**src/rtl/s_machine_pkg.sv**
```systemverilog
// Shared definitions for the S-Machine sequencing interface: phase numbering,
// decoder states and default sizing.
package s_machine_pkg;

    localparam int PH_FETCH     = 0;
    localparam int PH_DECODE    = 1;
    localparam int PH_EXECUTE   = 2;
    localparam int PH_WRITEBACK = 3;

    localparam int DEF_NUM_PHASES  = 4;
    localparam int DEF_MEM_TIMEOUT = 15;

    typedef enum logic [1:0] {
        DEC_IDLE,
        DEC_TRACK,
        DEC_MEM_WAIT,
        DEC_FAULT
    } dec_state_t;

    // Fetch (first) and writeback (last) phases are the ones that talk to memory.
    function automatic logic is_mem_phase(input logic [7:0] cnt, input int num_phases);
        return (cnt == 8'd0) || (int'(cnt) == num_phases - 1);
    endfunction

endpackage

```
**src/rtl/phase_decoder_if.sv**
```systemverilog
// Sequencing bus between the S-Machine (master) and the phase decoder (slave).
interface phase_decoder_if;

    logic        enable;
    logic [7:0]  count;
    logic        mem_ack;
    logic        fetch_en;
    logic        decode_en;
    logic        execute_en;
    logic        writeback_en;
    logic        mem_req;
    logic        hold;
    logic [15:0] retired;
    logic        fault;

    modport master (
        output enable, count, mem_ack,
        input  fetch_en, decode_en, execute_en, writeback_en,
        input  mem_req, hold, retired, fault
    );

    modport slave (
        input  enable, count, mem_ack,
        output fetch_en, decode_en, execute_en, writeback_en,
        output mem_req, hold, retired, fault
    );

endinterface

```
**src/rtl/phase_decoder_mem_timeout_counter.sv**
```systemverilog
// Watchdog for an outstanding memory request; expired pulses on the increment
// that would bring the count up to LIMIT.
module mem_timeout_counter #(
    parameter int LIMIT = 15
) (
    input  logic clk,
    input  logic rst_n,
    input  logic clear,
    input  logic inc,
    output logic expired
);

    localparam int W = (LIMIT < 2) ? 1 : $clog2(LIMIT);

    logic [W-1:0] cnt;

    always_ff @(posedge clk or negedge rst_n) begin
        if (!rst_n) begin
            cnt <= '0;
        end else if (clear) begin
            cnt <= '0;
        end else if (inc) begin
            cnt <= cnt + W'(1);
        end
    end

    assign expired = inc && !clear && (cnt == W'(LIMIT - 1));

endmodule

```
**src/rtl/phase_decoder.sv**
```systemverilog
// Decodes the S-Machine phase count into registered strobes, runs the fetch and
// writeback memory handshake, checks the count sequence and counts retirements.
module phase_decoder
    import s_machine_pkg::*;
#(
    parameter int NUM_PHASES  = DEF_NUM_PHASES,
    parameter int MEM_TIMEOUT = DEF_MEM_TIMEOUT
) (
    input  logic             clk,
    input  logic             rst_n,
    phase_decoder_if.slave   bus
);

    localparam logic [7:0] LAST_PHASE = 8'(NUM_PHASES - 1);

    dec_state_t  state, state_next;
    logic [7:0]  prev_count;
    logic [3:0]  strobe, strobe_next;
    logic        mem_req_q, mem_req_next;
    logic [15:0] retired_q;
    logic        retire;
    logic        mem_phase, count_same, count_step, count_legal;
    logic        tmo_clear, tmo_inc, tmo_expired;

    assign mem_phase   = is_mem_phase(bus.count, NUM_PHASES);
    assign count_same  = (bus.count == prev_count);
    assign count_step  = (bus.count == ((prev_count == LAST_PHASE) ? 8'd0 : prev_count + 8'd1));
    assign count_legal = (int'(bus.count) < NUM_PHASES) && (count_same || count_step);

    // The watchdog only runs inside MEM_WAIT, so it is always zero on entry.
    assign tmo_clear = (state != DEC_MEM_WAIT);
    assign tmo_inc   = (state == DEC_MEM_WAIT) && bus.enable && count_same && !bus.mem_ack;

    mem_timeout_counter #(
        .LIMIT   (MEM_TIMEOUT)
    ) u_tmo (
        .clk     (clk),
        .rst_n   (rst_n),
        .clear   (tmo_clear),
        .inc     (tmo_inc),
        .expired (tmo_expired)
    );

    always_comb begin
        state_next   = state;
        mem_req_next = mem_req_q;
        retire       = 1'b0;
        strobe_next  = '0;

        unique case (state)
            DEC_IDLE: begin
                // Starting at count 0 is already the first fetch cycle, so
                // the request goes out straight away.
                if (bus.enable) begin
                    if (bus.count == 8'd0) begin
                        state_next   = DEC_MEM_WAIT;
                        mem_req_next = 1'b1;
                    end else begin
                        state_next = DEC_FAULT;
                    end
                end
            end
            DEC_TRACK: begin
                if (!bus.enable) begin
                    state_next = DEC_IDLE;
                end else if (!count_legal) begin
                    state_next = DEC_FAULT;
                end else begin
                    retire = (prev_count == LAST_PHASE) && (bus.count == 8'd0);
                    if (!count_same && mem_phase) begin
                        state_next   = DEC_MEM_WAIT;
                        mem_req_next = 1'b1;
                    end
                end
            end
            DEC_MEM_WAIT: begin
                if (!bus.enable) begin
                    state_next = DEC_IDLE;
                end else if (!count_same) begin
                    state_next = DEC_FAULT;
                end else if (bus.mem_ack) begin
                    state_next   = DEC_TRACK;
                    mem_req_next = 1'b0;
                end else if (tmo_expired) begin
                    state_next = DEC_FAULT;
                end
            end
            default: state_next = DEC_FAULT;
        endcase

        if (state_next == DEC_IDLE || state_next == DEC_FAULT) begin
            mem_req_next = 1'b0;
        end

        if (state_next == DEC_TRACK || state_next == DEC_MEM_WAIT) begin
            strobe_next[PH_FETCH]     = (bus.count == 8'(PH_FETCH));
            strobe_next[PH_DECODE]    = (bus.count == 8'(PH_DECODE));
            strobe_next[PH_EXECUTE]   = (bus.count == 8'(PH_EXECUTE));
            strobe_next[PH_WRITEBACK] = (bus.count == LAST_PHASE);
        end
    end

    always_ff @(posedge clk or negedge rst_n) begin
        if (!rst_n) begin
            state     <= DEC_IDLE;
            strobe    <= '0;
            mem_req_q <= 1'b0;
            retired_q <= '0;
        end else begin
            state     <= state_next;
            strobe    <= strobe_next;
            mem_req_q <= mem_req_next;
            retired_q <= retired_q + 16'(retire);
        end
    end

    // Only consulted in TRACK/MEM_WAIT, which are always entered after a sample.
    always_ff @(posedge clk) begin
        prev_count <= bus.count;
    end

    assign bus.fetch_en     = strobe[PH_FETCH];
    assign bus.decode_en    = strobe[PH_DECODE];
    assign bus.execute_en   = strobe[PH_EXECUTE];
    assign bus.writeback_en = strobe[PH_WRITEBACK];
    assign bus.mem_req      = mem_req_q;
    assign bus.retired      = retired_q;
    assign bus.fault        = (state == DEC_FAULT);
    assign bus.hold         = (bus.enable && mem_phase && !(mem_req_q && bus.mem_ack)
                               && state != DEC_IDLE) || (state == DEC_FAULT);

endmodule

```
**src/flat_wrapper.sv**
```systemverilog
// flat-port wrapper written by rule: the top's interface ports become plain ports
module phase_decoder_flat import s_machine_pkg::*;
#(
    parameter int NUM_PHASES  = DEF_NUM_PHASES,
    parameter int MEM_TIMEOUT = DEF_MEM_TIMEOUT
)
  (clk, rst_n, bus_enable, bus_count, bus_mem_ack, bus_fetch_en, bus_decode_en, bus_execute_en, bus_writeback_en, bus_mem_req, bus_hold, bus_retired, bus_fault);
  phase_decoder_if bus_i ();
  input  logic clk;
  input  logic rst_n;
  input wire logic [$bits(bus_i.enable)-1:0] bus_enable;
  input wire logic [$bits(bus_i.count)-1:0] bus_count;
  input wire logic [$bits(bus_i.mem_ack)-1:0] bus_mem_ack;
  output wire logic [$bits(bus_i.fetch_en)-1:0] bus_fetch_en;
  output wire logic [$bits(bus_i.decode_en)-1:0] bus_decode_en;
  output wire logic [$bits(bus_i.execute_en)-1:0] bus_execute_en;
  output wire logic [$bits(bus_i.writeback_en)-1:0] bus_writeback_en;
  output wire logic [$bits(bus_i.mem_req)-1:0] bus_mem_req;
  output wire logic [$bits(bus_i.hold)-1:0] bus_hold;
  output wire logic [$bits(bus_i.retired)-1:0] bus_retired;
  output wire logic [$bits(bus_i.fault)-1:0] bus_fault;
  assign bus_i.enable = bus_enable;
  assign bus_i.count = bus_count;
  assign bus_i.mem_ack = bus_mem_ack;
  assign bus_fetch_en = bus_i.fetch_en;
  assign bus_decode_en = bus_i.decode_en;
  assign bus_execute_en = bus_i.execute_en;
  assign bus_writeback_en = bus_i.writeback_en;
  assign bus_mem_req = bus_i.mem_req;
  assign bus_hold = bus_i.hold;
  assign bus_retired = bus_i.retired;
  assign bus_fault = bus_i.fault;
  phase_decoder #(.NUM_PHASES(NUM_PHASES), .MEM_TIMEOUT(MEM_TIMEOUT)) u_core (.clk(clk), .rst_n(rst_n), .bus(bus_i));
endmodule
```
**config.mk**
```make
export PLATFORM = sky130hd
export DESIGN_NAME = phase_decoder_flat
export DESIGN_NICKNAME = d
export VERILOG_FILES = /design/src/rtl/s_machine_pkg.sv /design/src/rtl/phase_decoder_if.sv /design/src/rtl/phase_decoder_mem_timeout_counter.sv /design/src/rtl/phase_decoder.sv /design/src/flat_wrapper.sv
export SDC_FILE = /design/constraint.sdc
export NUM_CORES = 1
export LEC_CHECK = 0
export CAP_MARGIN = 5
export CORE_ASPECT_RATIO = 0.75
export CORE_MARGIN = 4
export CORE_UTILIZATION = 52
export CTS_CLUSTER_DIAMETER = 80
export DETAILED_ROUTE_END_ITERATION = 8
export GPL_ROUTABILITY_DRIVEN = 0
export PLACE_DENSITY = 0.86
export SLEW_MARGIN = 10
export SYNTH_ARGS = -nofsm -noshare
export SYNTH_HDL_FRONTEND = slang
export SYNTH_SLANG_ARGS = --single-unit
export TNS_END_PERCENT = 30
```
**constraint.sdc**
```tcl
create_clock -name clk -period 3.1 [get_ports clk]
set_clock_uncertainty 0.15 [all_clocks]
set_input_delay 0.62 -clock clk [delete_from_list [all_inputs] [get_ports clk]]
set_output_delay 0.62 -clock clk [all_outputs]
set_load 0.01 [all_outputs]
```
Word-level counts from Yosys, hierarchy flattened
Index checks and enable logic that the tools add are counted.
{"block": "word_totals", "out_inout_bits": 23, "reg_bits": 35, "in_bits": 12, "wordCells": 88}
{"block": "op_classes", "add_sub_neg": 3, "order_cmp": 1, "n_mux": 27, "n_eq_ne": 23, "reduce_logical": 28}
{"op": "equality test 8 x 2 -> 1 bit, second input constant", "n": 3}
{"op": "adder 16 x 1 -> 16 bit", "n": 1}
{"op": "equality test 8 bit", "n": 2}
{"op": "2-to-1 mux 2 bit", "n": 8}
{"op": "2-to-1 mux 1 bit", "n": 13}
{"op": "logical AND 1 bit", "n": 12}
{"op": "2-to-1 mux 4 bit", "n": 3}
{"op": "inequality test 3 x 1 -> 1 bit, second input constant", "n": 3}
{"op": "inequality test 3 x 2 -> 1 bit, second input constant", "n": 3}
{"op": "AND reduction 9 bit", "n": 1}
{"op": "adder 8 x 1 -> 8 bit, second input constant", "n": 1}
{"op": "equality test 2 bit, second input constant", "n": 4}
{"op": "equality test 8 x 1 -> 1 bit, second input constant", "n": 1}
{"op": "equality test 8 x 3 -> 1 bit, second input constant", "n": 1}
{"op": "logical NOT 8 bit", "n": 1}
{"op": "less-than comparator 8 x 3 -> 1 bit, second input constant", "n": 1}
{"op": "2-to-1 mux 8 bit", "n": 1}
{"op": "inequality test 3 bit, second input constant", "n": 2}
{"op": "case mux 2 bit (3 select lines)", "n": 1}
{"op": "logical OR 1 bit", "n": 5}
{"op": "adder 4 x 1 -> 4 bit, second input constant", "n": 1}
{"op": "equality test 2 x 1 -> 1 bit, second input constant", "n": 2}
{"op": "equality test 4 bit, second input constant", "n": 1}
{"op": "logical NOT 1 bit", "n": 4}
{"op": "5 further kinds", "n": 7}

Logic depth before layout (Yosys ltp)
Gate-level depths: netlist (run 1).
{"block": "depth", "word_depth": 15, "mapped_depth": 11, "depth_no_buf": 10}

Modules after synthesis
From an unflattened synthesis (run 1), not the netlist that was laid out.
{"block": "hier_totals", "cells_unflattened": 192, "hier_area_um2": 1906.8}
{"module": "phase_decoder", "cells_per_inst": 172, "area_each_um2": 1684.1, "seq_area_each_um2": 735.7, "n_inst": 1}
{"module": "mem_timeout_counter", "cells_per_inst": 20, "area_each_um2": 222.7, "seq_area_each_um2": 100.1, "n_inst": 1}

Least setup slack after synthesis (run 1)
OpenSTA, ideal clock, no wires.
{"block": "synth_timing", "path_kind": "input-to-reg", "startpoint": "input bus_count[3]", "endpoint": "register u_core.mem_req_q, in the netlist u_core.bus.mem_req", "arrival_time_ps": 2353, "setup_ps": 86, "n_path_buf": 1, "required_time_ps": 2864, "stages": 8, "slack_ps": 511, "cell_sequence": "buf_4 xor2_1 or4_4 nor3_2 a31oi_1 a311oi_2 and4bb_1 nor3_1"}
{"block": "synth_between", "elab_chain_cells": 14, "elab_cells_between_ends": 38, "classes_between": "1 x order compare; 12 x eq/ne; 11 x mux; 14 x reduce/logical"}
{"item": "from (decl)", "line": "flat_wrapper.sv:12", "rtl": "input wire logic [$bits(bus_i.count)-1:0] bus_count;"}
{"item": "equality test 8 bit", "line": "phase_decoder.sv:26", "rtl": "assign count_same = (bus.count == prev_count);"}
{"item": "logical AND 1 bit (2 in a row)", "line": "phase_decoder.sv:32", "rtl": "assign tmo_inc = (state == DEC_MEM_WAIT) && bus.enable && count_same && !bus.mem_ack;"}
{"item": "logical AND 1 bit (2 in a row)", "line": "phase_decoder_mem_timeout_counter.sv:27", "rtl": "assign expired = inc && !clear && (cnt == W'(LIMIT - 1));"}
{"item": "2-to-1 mux 2 bit", "line": "phase_decoder.sv:84", "rtl": "end else if (tmo_expired) begin"}
{"item": "2-to-1 mux 2 bit", "line": "phase_decoder.sv:81", "rtl": "end else if (bus.mem_ack) begin"}
{"item": "2-to-1 mux 2 bit", "line": "phase_decoder.sv:79", "rtl": "end else if (!count_same) begin"}
{"item": "2-to-1 mux 2 bit", "line": "phase_decoder.sv:77", "rtl": "if (!bus.enable) begin"}
{"item": "case mux 2 bit (3 select lines)", "line": "phase_decoder.sv:50", "rtl": "unique case (state)"}
{"item": "equality test 2 bit or logical NOT 2 bit (tied branches)", "line": "phase_decoder.sv:91", "rtl": "if (state_next == DEC_IDLE || state_next == DEC_FAULT) begin"}
{"item": "logical OR 1 bit", "line": "phase_decoder.sv:91"}
{"item": "inequality test 3 x 2 -> 1 bit (no source line) (tied with other cells)"}
{"item": "AND reduction 9 bit (no source line)"}
{"item": "to (signal assigned)", "line": "phase_decoder.sv:112", "rtl": "mem_req_q <= mem_req_next;"}
{"item": "to (decl)", "line": "phase_decoder.sv:19", "rtl": "logic mem_req_q, mem_req_next;"}
Parallel ways exist; a longest one is shown, timed or not.
A chain may end at the register's enable or synchronous reset.

Worst setup path after layout (run 1)
{"block": "layout_timing", "startpoint": "input bus_count[0]", "endpoint": "output bus_hold"}
{"block": "layout_between", "elab_chain_cells": 6, "elab_cells_between_ends": 7, "classes_between": "1 x eq/ne; 6 x reduce/logical"}
{"item": "equality test 8 x 3 -> 1 bit or logical NOT 8 bit (tied branches)", "line": "s_machine_pkg.sv:22", "rtl": "return (cnt == 8'd0) || (int'(cnt) == num_phases - 1);"}
{"item": "logical OR 1 bit *", "line": "s_machine_pkg.sv:22"}
{"item": "logical AND 1 bit * (2 in a row)", "line": "phase_decoder.sv:129", "rtl": "assign bus.hold = (bus.enable && mem_phase && !(mem_req_q && bus.mem_ack)"}
{"item": "logical AND 1 bit *", "line": "phase_decoder.sv:130", "rtl": "&& state != DEC_IDLE) || (state == DEC_FAULT);"}
{"item": "logical OR 1 bit *", "line": "phase_decoder.sv:130"}
{"item": "to (decl)", "line": "flat_wrapper.sv:19", "rtl": "output wire logic [$bits(bus_i.hold)-1:0] bus_hold;"}
Every way passes the cells marked *; elsewhere a longest branch is shown, timed or not.

==> flow_metrics.py, run 1 <==
metrics = {
    "grt": {
        "grt_max_degree": 28,
        "grt_usage": 0.2228,
        "grt_antenna_before_repair": 0,
        "grt-ovfl-total": 0,
        "grt_pass1_wl_mm": 8.135,
        "grt_pass1_vias": 1711,
    },
    "critical_path": {
        "reg2reg_from": "u_core.prev_count[0]",
        "slowest_stage": "clkdlybuf4s50_1",
        "worst-path-buf-inv": 2,
        "critPathTopFamily": "buffers and inverters",
        "rr_worst_depth": 10,
        "rrSetupSlack_ps": 100,
        "crit_arrival_ps": 2330,
        "start_kind": "primary input",
        "required_ps": 2330,
        "cp_cell_sequence": "clkdlybuf4s50_1, nand2b_1, and2_1, and4b_1, maj3_1, dlygate4sd2_1",
        "cp_max_fo": 5,
        "r2r-end": "u_core.bus.mem_req",
        "critPathMaxStageDelay_ps": 460,
        "critical_path_class": "in2out",
        "cp-end-kind": "primary output",
        "cp.depth": 6,
    },
    "finish": {
        "num-fill-cells": 219,
        "nets": 282,
        "diodes": 0,
        "drive_above_1_share": 0.2068,
        "synthToLayoutAreaGrowth_pct": 37.91,
    },
    "die": {
        "core.rowCount": 18,
        "coreArea_um2": 3446,
        "start_util": 0.5632,
        "die_w_um": 78.54,
        "pin_count": 35,
        "chipHeight_um": 60.91,
        "die_area_um2": 4783,
    },
    "clocking": {
        "cts.sink_count": 35,
        "clk_pin_slew_worst_paths_ps": 70,
        "hold_buffers": 0,
        "cts_tree": "built",
        "cts_made_buffers": 5,
        "clockBufferDepth": 2,
        "htreeDepth": 2,
        "root_buffer": "clkbuf_8",
        "clk_latency_ps": 300,
    },
    "sta": {
        "hold-worst-slack_ps": 321.5,
        "max_freq_mhz": 323.1,
        "min_period_ps": 3095,
        "timing.final.hold_violations": 0,
        "slew_headroom": 0.6269,
        "fin_ws_ps": 4.784,
        "rsz0062_at_grt": "yes",
        "finalSetupViolCount": 0,
        "drv_slew": 0,
        "worst_slew_pin_slew_ps": 558.5,
        "fin_crit_sh": 0.9985,
    },
    "logic_synthesis": {
        "yosys.cell_count.top_type": "dfrtp_1",
        "avgSynthCellArea_um2": 9.703,
        "synth_top_family_by_area": "simple AND/OR/NAND/NOR gates",
        "synth_compound_area_frac": 0.09671,
        "yosys.area_share.adder": 0.03740,
        "yosys-mux-area-fraction": 0.005158,
        "syn_area_um2": 1941,
        "synth-edff-count": 0,
        "synth_fp_nets": 217,
        "synth.area.top_cells": "dfrtp_1 (35%), xnor2_1 (8.6%), dfxtp_1 (8.3%)",
        "ys_warn_count": 0,
        "synth.cells.most_frequent": "dfrtp_1 (27), nor2_1 (19), xnor2_1 (19)",
        "yosysTopAreaCell": "dfrtp_1",
        "synth-simple-area-share": 0.2734,
        "ys_types": 47,
        "ys_async_sr_fraction": 0.7714,
        "synth_seq_cells": 35,
        "ys.flop_type": "dfrtp_1",
        "synthXorXnorAreaFrac": 0.1309,
        "synth_top_area_share": 0.3482,
        "ys_seq_area_frac": 0.4307,
        "synth_cells": 200,
    },
    "route": {
        "viasPerCell": 5.703,
        "num_vias": 1802,
        "ant_nets": 0,
        "wire_per_inst_um": 16.41,
        "drtIter0Drc": 234,
        "drc": 0,
        "wl_mm": 5.185,
        "firstDrtPassIters": 4,
    },
    "power_and_ir_drop": {
        "power_density_nw_per_um2": 437.9,
        "power_uw": 1172,
        "peakVddDrop_uv": 343.8,
        "leakagePower_uw": 0.001134,
    },
    "job": {
        "maxCapViolCount": 0,
    },
    "worst_hold_path": {
        "min_from": "u_core.bus.retired[15]",
        "hold-path-endpoint": "u_core.bus.retired[15]",
        "worstHoldPathCells": 1,
        "hold_path_class": "reg2reg",
    },
    "placement": {
        "place_ws_ps": -226.8,
        "portBuffers": 34,
        "dpl.hpwl_mm": 3.634,
    },
    "run_status": {
        "status": "finished clean",
    },
}
-- state kept, by name, summed over array words and instances (netlist names) --
register,cells
u_core.bus.mem_req,1
u_core.state,2
u_core.u_tmo.cnt,4
u_core.prev_count,8
u_core.strobe,4
u_core.bus.retired,16
-- final cells by class --
class	instances	area (um^2)	share of cell area
multi-input cells	156	1102	0.4119
well taps	50	62.56	0.02338
clock inverters	3	23.77	0.008883
inverters	3	11.26	0.004208
repair buffers	64	571.8	0.2137
flip-flops and latches	35	835.8	0.3123
clock buffers	5	68.82	0.02571
-- stage by stage --
stage | TNS (ps) | util | instance area (um^2) | std cells
final | 0 | 0.7767 | 2676 | 316
after detailed placement | -2031 | 0.7320 | 2522 | 307
after floorplan | 0 | - | 1941 | 200
after global placement | -1086 | 0.7320 | 2522 | 307
after CTS | 0 | 0.7585 | 2614 | 315
after global routing | -177.3 | 0.7767 | 2676 | 316
-- placed cells by master, fill, tap and decap left out, drive strengths merged, types with 6 or more instances in the layout --
cell,netlist,layout
clkdlybuf4s50,0,30
nor2,19,19
dfxtp,8,8
xor2,10,10
a21oi,7,7
nand2,15,15
nor3,6,6
dfrtp,27,27
buf,6,30
xnor2,19,19
nand3,15,15
-- logic make-up after synthesis --
kind of cell	count (synthesis)
AND/OR/NAND/NOR	93
buffers and inverters	9
multiplexers	1
flip-flops	35
AO/OA/AOI/OAI	27
XOR/XNOR	29
adder cells (fa/ha/maj)	6
-- where the power goes --
part | switching (uW) | internal (uW) | leakage, uW
Sequential | 36.3 | 473 | 0.000436
Clock | 183 | 160 | 0.0000408
Combinational | 170 | 149 | 0.000657
-- layer usage --
| layer | part of all wire | global-route usage | vias to the layer above |
|---|---|---|---|
| met5 | 0 | 0 | - |
| met4 | 0.017 | 0.09726 | 0 |
| met3 | 0.076 | 0.06528 | 11 |
| met2 | 0.47 | 0.3325 | 81 |
| met1 | 0.43 | 0.3055 | 871 |
| li1 | - | - | 839 |
-- what timing repair did --
item / 4_1_cts / 5_1_grt
endpoints found under the hold margin: 0 / 0
endpoints found under the setup margin: 1 / 7
cloned: 0 / 0
gates resized for setup: 1 / 11
pin swaps: 1 / 2
setup buffers: 0 / 1
-- worst max path at each step --
stage                 startpoint            endpoint  slack [ps]
finish              bus_count[0]            bus_hold           5
floorplan           bus_count[3]  u_core.bus.mem_req         510
global route        bus_count[1]    u_core.strobe[0]         -60
global placement    bus_count[0]    u_core.strobe[3]        -170
CTS                 bus_count[0]            bus_hold          20
detailed placement  bus_count[4]            bus_hold        -230
Note: power is estimated with default switching activity, not from simulation.
==> run 2, diff against run 1 <==
==> constraint.sdc (replaced) <==
create_clock -name clk -period 3.1 [get_ports clk]
set_clock_uncertainty 0.15 [all_clocks]
set_input_delay 0.31 -clock clk [delete_from_list [all_inputs] [get_ports clk]]
set_output_delay 0.31 -clock clk [all_outputs]
set_load 0.01 [all_outputs]
==> flow_metrics.py, run 2 (same netlist as run 1, synthesis figures left out) <==
metrics = {
    "power_and_ir_drop": {
        "power_density_nw_per_um2": 460.0,
        "p_sw_frac": 0.2868,
        "power_switching_uw": 322.8,
        "leakagePower_uw": 0.0009860,
        "seq_power_share": 0.450,
        "power_frac_comb": 0.232,
        "clkPwrFrac": 0.318,
        "peakVddDrop_uv": 348.7,
        "p_int_uw": 803.0,
    },
    "sta": {
        "max_freq_mhz": 352.3,
        "drv_slew": 0,
        "rsz0062_at_grt": "no",
        "min_period_ps": 2838,
        "finalSetupViolCount": 0,
        "fin_crit_sh": 0.9156,
        "tns_ps": 0,
        "slew_headroom": 0.7593,
        "worst_slew_pin_slew_ps": 358.0,
        "timing.final.hold_violations": 0,
    },
    "die": {
        "core.rowCount": 18,
        "start_util": 0.5632,
        "die_area_um2": 4783,
        "chipHeight_um": 60.91,
        "die_w_um": 78.54,
        "coreArea_um2": 3446,
        "pin_count": 35,
    },
    "grt": {
        "grt_antenna_before_repair": 0,
        "grt_usage": 0.1932,
        "grt_max_degree": 28,
        "grt_pass1_wl_mm": 7.107,
        "grt-ovfl-total": 0,
        "grt_pass1_vias": 1453,
    },
    "clocking": {
        "clockBufferDepth": 2,
        "clk_pin_slew_worst_paths_ps": 70,
        "clk_latency_ps": 280,
        "root_buffer": "clkbuf_8",
        "hold_buffers": 0,
        "cts.sink_count": 35,
        "cts_tree": "built",
        "cts_made_buffers": 5,
        "htreeDepth": 2,
    },
    "finish": {
        "final_cell_mix": "clkdlybuf4s50_1 (34), dfrtp_1 (27), xnor2_1 (19), nor2_1 (19)",
        "synthToLayoutAreaGrowth_pct": 26.11,
        "largest_reg_flops": 16,
        "nets": 257,
        "fin_cells": 291,
        "drive_above_1_share": 0.09959,
        "final_core_util": 0.7102,
        "layout_commonest_cell": "clkdlybuf4s50_1",
        "diodes": 0,
    },
    "route": {
        "wire_per_inst_um": 14.58,
        "firstDrtPassIters": 4,
        "wl_mm": 4.242,
        "drtIter0Drc": 130,
        "viasPerCell": 5.471,
        "num_vias": 1592,
        "drc": 0,
        "ant_nets": 0,
    },
    "critical_path": {
        "crit_arrival_ps": 2850,
        "required_ps": 3110,
        "cp-end-kind": "flip-flop",
        "cp_max_fo": 7,
        "start_kind": "flip-flop",
        "critical_path_class": "reg2reg",
    },
    "job": {
        "maxCapViolCount": 0,
    },
    "worst_hold_path": {
        "hold_path_class": "in2async",
    },
    "run_status": {
        "status": "finished clean",
    },
    "placement": {
        "dp.cells": 283,
        "portBuffers": 34,
        "dpl.hpwl_mm": 3.285,
    },
}
-- run 2: final timing paths --
kind / start / to / slack (ps) / cells after the start
max in group asynchronous: rst_n / u_core.bus.retired[11] / 2290 / 2
setup / recovery: u_core.prev_count[0] / u_core.strobe[1] / 260 / 9
setup reg to reg: u_core.prev_count[0] / u_core.strobe[1] / 260 / 9
hold / removal: rst_n / u_core.bus.retired[4] / 250 / 2
hold reg to reg: u_core.bus.retired[15] / u_core.bus.retired[15] / 310 / 1
min in group clk: u_core.bus.retired[15] / u_core.bus.retired[15] / 310 / 1
-- run 2: layer usage --
| metal | track usage | share of wire |
|---|---|---|
| met1 | 0.2805 | 0.48 |
| met2 | 0.2890 | 0.46 |
| met3 | 0.04006 | 0.058 |
| met4 | 0.06733 | 0.0073 |
| met5 | 0 | 0 |
-- run 2: what timing repair did --
action / in CTS / in global routing
setup buffers: 0 / 0
endpoints found under the setup margin: 0 / 2
resized for setup: 0 / 1
-- run 2: power by group through the flow --
stage / Combinational (uW) / Sequential, uW / Clock, uW
floorplan: 167 / 505 / 0
global placement: 256 / 514 / 0
detailed placement: 258 / 514 / 0
CTS: 261 / 505 / 364
global route: 289 / 511 / 385
finish: 262 / 506 / 358
-- run 2: cell type report --
class                   count  area, um^2
clock buffers               8       100.1
multi-input cells         156        1060
fillers                   256       998.5
well taps                  50       62.56
inverters                   3       11.26
repair buffers             39       377.9
flip-flops and latches     35       835.8
-- run 2: per-stage QoR --
stage / hold slack (ps) / total power [uW] / area, um^2 / setup WS (ps)
final: 250.7 / 1126 / 2447 / 261.8
after global routing: 280.4 / 1184 / 2447 / 5.138
after CTS: 257.6 / 1130 / 2442 / 244.3
after detailed placement: 311.7 / 771.6 / 2342 / 30.66
after global placement: 307.2 / 770.0 / 2342 / 166.1
after floorplan: -135.6 / 672.6 / 1941 / 558.5
-- run 2: worst max-delay path, cell delays in order (launching register included) --
cell,delay (ps)
dfxtp_1,440
ha_1,300
nor4b_1,310
a31o_2,160
a211oi_1,50
nor4b_1,260
nand3_1,160
a311oi_2,420
a21oi_1,140
nor4_1,320
==> run 3, diff against run 2 <==
--- a/config.mk
+++ b/config.mk
@@ -8,11 +8,11 @@
 export CAP_MARGIN = 5
 export CORE_ASPECT_RATIO = 0.75
 export CORE_MARGIN = 4
-export CORE_UTILIZATION = 52
+export CORE_UTILIZATION = 47
 export CTS_CLUSTER_DIAMETER = 80
 export DETAILED_ROUTE_END_ITERATION = 8
 export GPL_ROUTABILITY_DRIVEN = 0
-export PLACE_DENSITY = 0.86
+export PLACE_DENSITY = 0.81
 export SLEW_MARGIN = 10
 export SYNTH_ARGS = -nofsm -noshare
 export SYNTH_HDL_FRONTEND = slang
==> constraint.sdc (replaced) <==
create_clock -name clk -period 2.6 [get_ports clk]
set_clock_uncertainty 0.15 [all_clocks]
set_input_delay 0.26 -clock clk [delete_from_list [all_inputs] [get_ports clk]]
set_output_delay 0.26 -clock clk [all_outputs]
set_load 0.01 [all_outputs]
==> flow_metrics.py, run 3 (same netlist as run 1, synthesis figures left out) <==
metrics = {
    "critical_path": {
        "rrSetupSlack_ps": 110,
        "r2r-end": "u_core.bus.mem_req",
        "required_ps": 2650,
        "start_kind": "primary input",
        "crit_arrival_ps": 2580,
        "reg2reg_from": "u_core.prev_count[0]",
        "cp-end-kind": "flip-flop",
        "rr_worst_depth": 9,
        "critical_path_class": "in2reg",
        "cp_max_fo": 3,
    },
    "finish": {
        "layout_commonest_cell": "buf_4",
        "seqCellArea_um2": 842.1,
        "drive_above_1_share": 0.2547,
        "multiInputGateArea_um2": 1157,
        "num-fill-cells": 276,
        "final_core_util": 0.7217,
        "nets": 283,
        "diodes": 0,
        "final_cell_mix": "buf_4 (31), clkdlybuf4s50_1 (28), dfrtp_1 (27), xnor2_1 (19), nor2_1 (17)",
        "synthToLayoutAreaGrowth_pct": 41.46,
        "largest_reg_flops": 16,
    },
    "sta": {
        "fin_ws_ps": 73.01,
        "finalSetupViolCount": 0,
        "min_period_ps": 2527,
        "worst_slew_pin_slew_ps": 434.5,
        "hold-worst-slack_ps": 60.06,
        "max_freq_mhz": 395.7,
        "slew_headroom": 0.7092,
        "timing.final.hold_violations": 0,
        "fin_crit_sh": 0.9719,
        "drv_slew": 0,
    },
    "power_and_ir_drop": {
        "power_density_nw_per_um2": 506.0,
        "peakVddDrop_uv": 441.3,
        "power_uw": 1389,
        "leakagePower_uw": 0.001160,
    },
    "die": {
        "die_w_um": 82.20,
        "core.rowCount": 19,
        "pin_count": 35,
        "chipHeight_um": 63.65,
        "coreArea_um2": 3804,
        "die_area_um2": 5232,
        "start_util": 0.5102,
    },
    "grt": {
        "grt_pass1_vias": 1684,
        "grt_pass1_wl_mm": 7.997,
        "grt_usage": 0.1989,
        "grt_max_degree": 28,
        "grt-ovfl-total": 0,
        "grt_antenna_before_repair": 0,
    },
    "placement": {
        "place_ws_ps": -299.4,
        "portBuffers": 34,
        "dpl.hpwl_mm": 3.825,
    },
    "worst_hold_path": {
        "min_from": "bus_count[4]",
        "hold-path-endpoint": "u_core.prev_count[4]",
        "hold_path_class": "in2reg",
        "worstHoldPathCells": 1,
    },
    "clocking": {
        "root_buffer": "clkbuf_8",
        "clk_latency_ps": 290,
        "cts.sink_count": 35,
        "clockBufferDepth": 2,
        "htreeDepth": 2,
        "clk_pin_slew_worst_paths_ps": 70,
        "cts_tree": "built",
        "hold_buffers": 0,
        "cts_made_buffers": 5,
    },
    "route": {
        "wl_mm": 5.164,
        "drtIter0Drc": 148,
        "viasPerCell": 5.602,
        "wire_per_inst_um": 16.19,
        "drc": 0,
        "num_vias": 1787,
        "ant_nets": 0,
        "firstDrtPassIters": 4,
    },
    "run_status": {
        "status": "finished clean",
    },
    "job": {
        "maxCapViolCount": 0,
    },
}
==> run 3: changes by cell type in the layout (fill, tap and decap cells not counted), sizes merged <==
cell | before | now
buf | 5 | 31
clkdlybuf4s50 | 34 | 28
dlymetal6s2s | 0 | 5
clkbuf | 8 | 6
clkinv | 0 | 1
clkinvlp | 0 | 1
dlygate4sd2 | 0 | 1
==> run 3: layout make-up <==
class                   instances  share of cell area
clock buffers                   6             0.02644
multi-input cells             156              0.4216
flip-flops and latches         35              0.3067
clock inverters                 2            0.004558
inverters                       3            0.004102
well taps                      52             0.02370
repair buffers                 65              0.2129
==> run 3: critical path: stages <==
cell and delay (ps):
clkdlybuf4s50_1 440, xor2_1 180, buf_4 150, nor3b_1 200
o21ai_0 170, a22oi_2 230, nand3_1 150, a311oi_2 350
and4bb_1 270, nor3_1 180
==> run 3: report_power, final <==
part | switching [uW] | internal, uW
Clock | 203 | 187
Combinational | 212 | 188
Sequential | 33.1 | 565
Total | 448 | 941
==> run 3: routing by layer <==
metal  wire, um  vias to the layer above  GRT usage
li1           -                      842          -
met2       2507                       61     0.2950
met1       2258                      868     0.2815
met3        303                       16    0.04274
met4         95                        0    0.07261
met5          0                        -          0
==> run 3: timing repair <==
item | in CTS | in global routing
setup endpoints to repair | 8 | 13
resized for setup | 3 | 26
pin swaps | 1 | 8
buffers inserted | 0 | 0
==> run 3: worst max path at each step <==
stage | from | to | slack [ps] | cells after the start
6_report | bus_count[7] | u_core.bus.mem_req | 70 | 10
5_1_grt | bus_count[6] | u_core.bus.retired[13] | -20 | 9
4_1_cts | bus_count[4] | u_core.bus.retired[13] | -9 | 9
3_5_place_dp | bus_count[4] | u_core.bus.retired[12] | -300 | 10
3_3_place_gp | bus_count[4] | u_core.strobe[3] | -200 | 8
2_1_floorplan | u_core.prev_count[0] | u_core.bus.mem_req | 60 | 10
==> run 3: through the flow <==
stage,TNS [ps],instances,area (um^2)
2_1_floorplan,0,200,1941
3_5_place_dp,-3160,311,2540
4_1_cts,-11.39,319,2636
5_1_grt,-26.23,319,2745
6_report,0,319,2745
3_3_place_gp,-1502,311,2540
